### config.mk
export PLATFORM = sky130hd
export DESIGN_NAME = serial_rx_ctrl
export DESIGN_NICKNAME = d
export VERILOG_FILES = /design/src/rtl/serial_rx_ctrl_pkg.sv /design/src/rtl/sck_phase_timer.sv /design/src/rtl/serial_rx_ctrl.sv
export SDC_FILE = /design/constraint.sdc
export NUM_CORES = 1
export LEC_CHECK = 0
export CORE_MARGIN = 2
export CORE_UTILIZATION = 51
export DETAILED_ROUTE_END_ITERATION = 7
export PLACE_DENSITY = 0.74
export SLEW_MARGIN = 5
export SYNTH_ARGS = -nofsm -noshare
export SYNTH_HDL_FRONTEND = slang
export SYNTH_SLANG_ARGS = --single-unit
### constraint.sdc
create_clock -name clk -period 1.95 [get_ports clk]
set_input_delay 0.39 -clock clk [delete_from_list [all_inputs] [get_ports clk]]
set_output_delay 0.39 -clock clk [all_outputs]
set_load 0.02 [all_outputs]
### src/rtl/serial_rx_ctrl_pkg.sv
// Shared definitions for the serial link controllers: FSM state encoding,
// default frame width and a constant clog2 helper.
package serial_rx_ctrl_pkg;

    localparam int DEF_DATA_WIDTH = 8;

    typedef enum logic [2:0] {
        ST_IDLE     = 3'd0,
        ST_LOAD     = 3'd1,
        ST_LOAD_HI  = 3'd2,
        ST_LOAD_LO  = 3'd3,
        ST_SAMPLE   = 3'd4,
        ST_SHIFT_HI = 3'd5,
        ST_SHIFT_LO = 3'd6,
        ST_DONE     = 3'd7
    } state_t;

    function automatic int clog2(input int value);
        int r;
        int v;
        r = 0;
        v = value - 1;
        while (v > 0) begin
            r++;
            v = v >> 1;
        end
        return r;
    endfunction

endpackage

### src/rtl/sck_phase_timer.sv
// Loadable down-counter that times one sck phase: phase_done is high in the
// SCK_DIV-th cycle after a load. Shared with the transmit controller.
module sck_phase_timer
    import serial_rx_ctrl_pkg::*;
#(
    parameter int SCK_DIV = 1
) (
    input  logic clk,
    input  logic rst,
    input  logic load,
    output logic phase_done
);

    localparam int CW = clog2(SCK_DIV + 1);

    logic [CW-1:0] cnt;

    always_ff @(posedge clk) begin
        if (rst) begin
            cnt <= '0;
        end else if (load) begin
            cnt <= CW'(SCK_DIV - 1);
        end else if (cnt != '0) begin
            cnt <= cnt - CW'(1);
        end
    end

    assign phase_done = (cnt == '0);

endmodule

### src/rtl/serial_rx_ctrl.sv
// Receive controller for the serial full-duplex link: latch strobe, sck_rx
// generation, bit capture and a valid/ready output register. Optional RX_PARITY_EN.
module serial_rx_ctrl
    import serial_rx_ctrl_pkg::*;
#(
    parameter int DATA_WIDTH = DEF_DATA_WIDTH,
    parameter int SCK_DIV    = 1,
    parameter bit LSB_FIRST  = 1'b1
) (
    input  logic                  clk,
    input  logic                  rst,
    input  logic                  start,
    input  logic                  data_rx,
    output logic                  sck_rx,
    output logic                  latch_flag,
    output logic                  busy,
    output logic [DATA_WIDTH-1:0] rx_data,
    output logic                  rx_valid,
    input  logic                  rx_ready,
    output logic                  overrun
`ifdef RX_PARITY_EN
   ,output logic                  parity_err
`endif
);

`ifdef RX_PARITY_EN
    localparam int PARITY_BITS = 1;
`else
    localparam int PARITY_BITS = 0;
`endif
    localparam int FRAME_BITS = DATA_WIDTH + PARITY_BITS;
    localparam int BW         = clog2(FRAME_BITS + 1);
    localparam logic [BW-1:0] LAST_BIT  = BW'(FRAME_BITS - 1);
    localparam logic [BW-1:0] DATA_BITS = BW'(DATA_WIDTH);

    state_t                state_q, state_d;
    logic                  phase_done;
    logic                  timer_load;
    logic [BW-1:0]         bit_cnt;
    logic [DATA_WIDTH-1:0] shreg;
`ifdef RX_PARITY_EN
    logic                  par_acc;
`endif

    // Every state change restarts the phase timer; untimed states ignore it.
    assign timer_load = (state_d != state_q);
    assign busy       = (state_q != ST_IDLE);

    sck_phase_timer #(.SCK_DIV(SCK_DIV)) u_timer (
        .clk        (clk),
        .rst        (rst),
        .load       (timer_load),
        .phase_done (phase_done)
    );

    always_ff @(posedge clk) begin
        if (rst) begin
            state_q <= ST_IDLE;
        end else begin
            state_q <= state_d;
        end
    end

    always_comb begin
        state_d = state_q;
        case (state_q)
            ST_IDLE:     if (start)      state_d = ST_LOAD;
            ST_LOAD:     if (phase_done) state_d = ST_LOAD_HI;
            ST_LOAD_HI:  if (phase_done) state_d = ST_LOAD_LO;
            ST_LOAD_LO:  if (phase_done) state_d = ST_SAMPLE;
            ST_SAMPLE:   state_d = (bit_cnt == LAST_BIT) ? ST_DONE : ST_SHIFT_HI;
            ST_SHIFT_HI: if (phase_done) state_d = ST_SHIFT_LO;
            ST_SHIFT_LO: if (phase_done) state_d = ST_SAMPLE;
            ST_DONE:     state_d = ST_IDLE;
            default:     state_d = ST_IDLE;
        endcase
    end

    // Pin outputs decoded from the next state so they are flop-driven yet state-aligned.
    always_ff @(posedge clk) begin
        if (rst) begin
            sck_rx     <= 1'b0;
            latch_flag <= 1'b0;
        end else begin
            sck_rx     <= (state_d == ST_LOAD_HI) || (state_d == ST_SHIFT_HI);
            latch_flag <= (state_d == ST_LOAD) || (state_d == ST_LOAD_HI) ||
                          (state_d == ST_LOAD_LO);
        end
    end

    always_ff @(posedge clk) begin
        if (rst) begin
            bit_cnt <= '0;
        end else if (state_q == ST_IDLE) begin
            bit_cnt <= '0;
        end else if (state_q == ST_SAMPLE) begin
            bit_cnt <= bit_cnt + BW'(1);
        end
    end

    // The parity bit, when present, only feeds the accumulator, never the word.
    always_ff @(posedge clk) begin
        if (state_q == ST_SAMPLE && bit_cnt < DATA_BITS) begin
            if (LSB_FIRST) begin
                shreg <= {data_rx, shreg[DATA_WIDTH-1:1]};
            end else begin
                shreg <= {shreg[DATA_WIDTH-2:0], data_rx};
            end
        end
    end

`ifdef RX_PARITY_EN
    always_ff @(posedge clk) begin
        if (state_q == ST_IDLE) begin
            par_acc <= 1'b0;
        end else if (state_q == ST_SAMPLE) begin
            par_acc <= par_acc ^ data_rx;
        end
    end
`endif

    always_ff @(posedge clk) begin
        if (rst) begin
            rx_valid <= 1'b0;
            rx_data  <= '0;
            overrun  <= 1'b0;
`ifdef RX_PARITY_EN
            parity_err <= 1'b0;
`endif
        end else begin
            overrun <= 1'b0;
            if (state_q == ST_DONE) begin
                if (!rx_valid || rx_ready) begin
                    rx_valid <= 1'b1;
                    rx_data  <= shreg;
`ifdef RX_PARITY_EN
                    parity_err <= par_acc;
`endif
                end else begin
                    overrun <= 1'b1;
                end
            end else if (rx_valid && rx_ready) begin
                rx_valid <= 1'b0;
            end
        end
    end

endmodule

==> results.md <==
* Die ar. at 2600 um^2
* Commonest non-fill, non-tap cell in the layout: dfxtp_1
* Rows at 17
* DRT antenna net count at 0
* Setup-failing EPs final at 0
* Period utilization at 94.3%
* Yosys reg bits at 28
* Net count, final at 125
* Fin cells at 146
* Worst flop-to-flop path startpoint: state_q[2]$_SDFF_PP0_
* CTS H-tree lvls at 1
* Worst Path Required at 1.56 ns
* RSZ-0062 raised after global routing: false
* Setup_tns at 0 ns
* Port Buffers at 17
* CP startpoint: state_q[0]$_SDFF_PP0_
* Worst Path Max Fanout at 8
* Drt initial violations at 15
* Die height at 51.0 um
* Hold Crit Start: shreg[3]$_DFFE_PP_
* FF-to-FF End: shreg[2]$_DFFE_PP_
* Post-place instance area at 1340 um^2
* Fin. Hold Viols at 0
* Count of pins over their slew limit at 0
* GRT Util Overall at 15.2%
* Post-CTS Setup Repair Bufs at 0
* Worst setup EP type: output port
* Initial Util at 52.5%
* Initial antenna violation count at 0
* Delay-heaviest family, CP: flip-flops
* Number of global-route vias before repair at 642
* Crit Path Category: reg -> out
* Number of max-cap violations at 0
* DRC violations left at 0
* Hold/Removal Path Class: reg -> reg
* Post-synthesis sequential area ratio at 56.8%
* Crit path buf inv count at 1
* Peak Freq at 544 MHz
* Layout area overhead at 23.6%
* TritonCTS clock tree: built
* Cell variety after synth at 37
* Crit-path cells: or3_4, dlygate4sd2_1
* Cells after synthesis at 96
* Slowest cell on the critical path: dfxtp_1
* Placer Congestion at 0.824
* Final core utilization at 64.9%
* Power Dens Cells at 755 nW/um^2
* VDD IR max at 0.445 mV
* Post-route cell area at 1390 um^2
* Crit path DAT at 1.45 ns
* Synth warnings at 0
* R2r worst-path depth at 4
* Layout cell share with drive strength beyond 1 at 13.6%
* HPWL Detailed at 1260 um
* Clock buffer depth at 2
* P_leak at 0.500 nW
* Sinks on the clock net at 28
* Total gr overflow at 0
* TritonRoute pass-1 iters at 4
* Worst-Skew Late Latency at 0.32 ns
* Root Driver: clkbuf_4
* Via count at 714
* Clk slew on worst S/H paths at 0.14 ns
* Global-route wire length before repair at 2810 um
* Hold depth at 0
* Post-Place Cells at 142
* Final wirelength at 1770 um
* Final min period at 1.84 ns
* Core area at 2150 um^2
* WL per Instance at 12.1 um
* WHS Endpoint: shreg[2]$_DFFE_PP_
* Die W at 51.0 um
* Reg2reg setup slack at 0.48 ns
* Syn Std Cell Area at 1130 um^2
* Setup Skew at 0.00377 ns
* CP peak stage delay at 0.42 ns
* Vias per std cell at 4.89
* Largest net degree at the start of global routing at 17
* Setup crit start kind: flip-flop
* Post-synthesis net count at 102
* # IOs at 18
* Status: finished clean
* Syn avg cell area at 11.7 um^2
* N_diodes at 0
* CTS Buf Count at 3
* Most frequent cells in the layout: dfxtp_1 (20), nor2_1 (17), clkdlybuf4s50_1 (16)
-- per-layer routing --
| layer | vias up | track usage (%) | part of all wire (%) |
|---|---|---|---|
| met5 | - | 0 | 0 |
| met4 | 0 | 10.8 | 2.7 |
| met3 | 4 | 2.92 | 4.0 |
| met2 | 18 | 24.0 | 42 |
| met1 | 319 | 18.4 | 51 |
| li1 | 373 | - | - |
-- area by class of cell --
type	count	area, um^2
fillers	169	754
flip-flops and latches	28	641
multi-input cells	62	452
repair buffers	22	206
well taps	28	35.0
clock inverters	1	30.0
clock buffers	3	22.5
inverters	2	7.51
-- flip-flops by register name, indices dropped and copies added, names as in the netlist --
register     count
bit_cnt          4
latch_flag       1
overrun          1
rx_data          8
rx_valid         1
sck_rx           1
shreg            8
state_q          3
u_timer.cnt      1
-- cell usage after synthesis --
cell type	instances	area, um^2
conb_1	1	3.75
nand2_1	4	15.0
xnor2_1	1	8.76
or2b_1	1	7.51
o211ai_1	1	7.51
dfxtp_1	20	400
inv_1	2	7.51
a21oi_2	1	8.76
a21boi_0	1	7.51
nor2_1	17	63.8
xor2_1	2	17.5
and3b_1	1	8.76
or3_4	1	11.3
nor3_1	1	5.00
a221oi_2	1	15.0
a21o_1	1	7.51
or2_1	1	6.26
a2111oi_4	1	27.5
buf_6	1	11.3
edfxtp_1	8	240
o21a_1	1	7.51
clkbuf_1	1	3.75
ha_1	1	12.5
and2b_4	1	10.0
nor2b_1	3	18.8
a31oi_1	1	6.26
buf_2	1	5.00
nand2b_1	1	6.26
mux2i_1	10	100
and4b_1	1	10.0
a21oi_1	1	5.00
o21ai_0	2	10.0
nor3b_4	1	18.8
buf_4	1	7.51
nand2b_4	1	13.8
nand4_1	1	6.26
nand3_1	1	5.00
-- stage by stage --
step                hold slack (ns)  worst slack, ns  total power, mW
CTS                           0.473            0.100             1.06
detailed placement            0.439            0.253            0.696
floorplan                     0.426            0.389            0.668
finish                        0.470            0.111             1.05
global placement              0.427            0.265            0.696
global route                  0.479           0.0668             1.09
-- power breakdown --
group / leakage (nW) / switching [mW] / internal, mW
clock network: 0.0279 / 0.164 / 0.208
registers: 0.234 / 0.00670 / 0.602
logic: 0.238 / 0.0353 / 0.0367
total: 0.500 / 0.206 / 0.847
-- cells by family (layout without fill, tap and decap cells) --
group                    Yosys count  count (layout)  synth area share (%)
flip-flops                        28              28                  56.8
multiplexers                      10              10                  8.88
buffers and inverters              6              28                  3.11
adder cells (fa/ha/maj)            1               1                  1.11
XOR/XNOR                           3               3                  2.33
other                              1               1                 0.333
AO/OA/AOI/OAI                     11              11                  9.10
AND/OR/NAND/NOR                   36              36                  18.3
-- worst reg2reg max path, cell delays in order, from the launching register on --
cell and delay [ns]:
dfxtp_1 0.36, buf_4 0.16, nor3b_4 0.31, nor2b_1 0.18
buf_4 0.19
-- what timing repair did --
action	4_1_cts	5_1_grt
resized for setup	1	0
hold buffers	0	0
setup endpoints to repair	1	0
endpoints found under the hold margin	0	0
-- worst max-delay path by stage --
| stage | end | slack, ns | cells past startpoint |
|---|---|---|---|
| 5_1_grt | busy | 0.07 | 2 |
| 2_1_floorplan | shreg[0]$_DFFE_PP_ | 0.39 | 3 |
| 4_1_cts | busy | 0.10 | 2 |
| 3_3_place_gp | busy | 0.27 | 2 |
| 6_report | busy | 0.11 | 2 |
| 3_5_place_dp | rx_data[0]$_SDFFE_PP0P_ | 0.25 | 6 |
(Power assumes the default switching activity.)
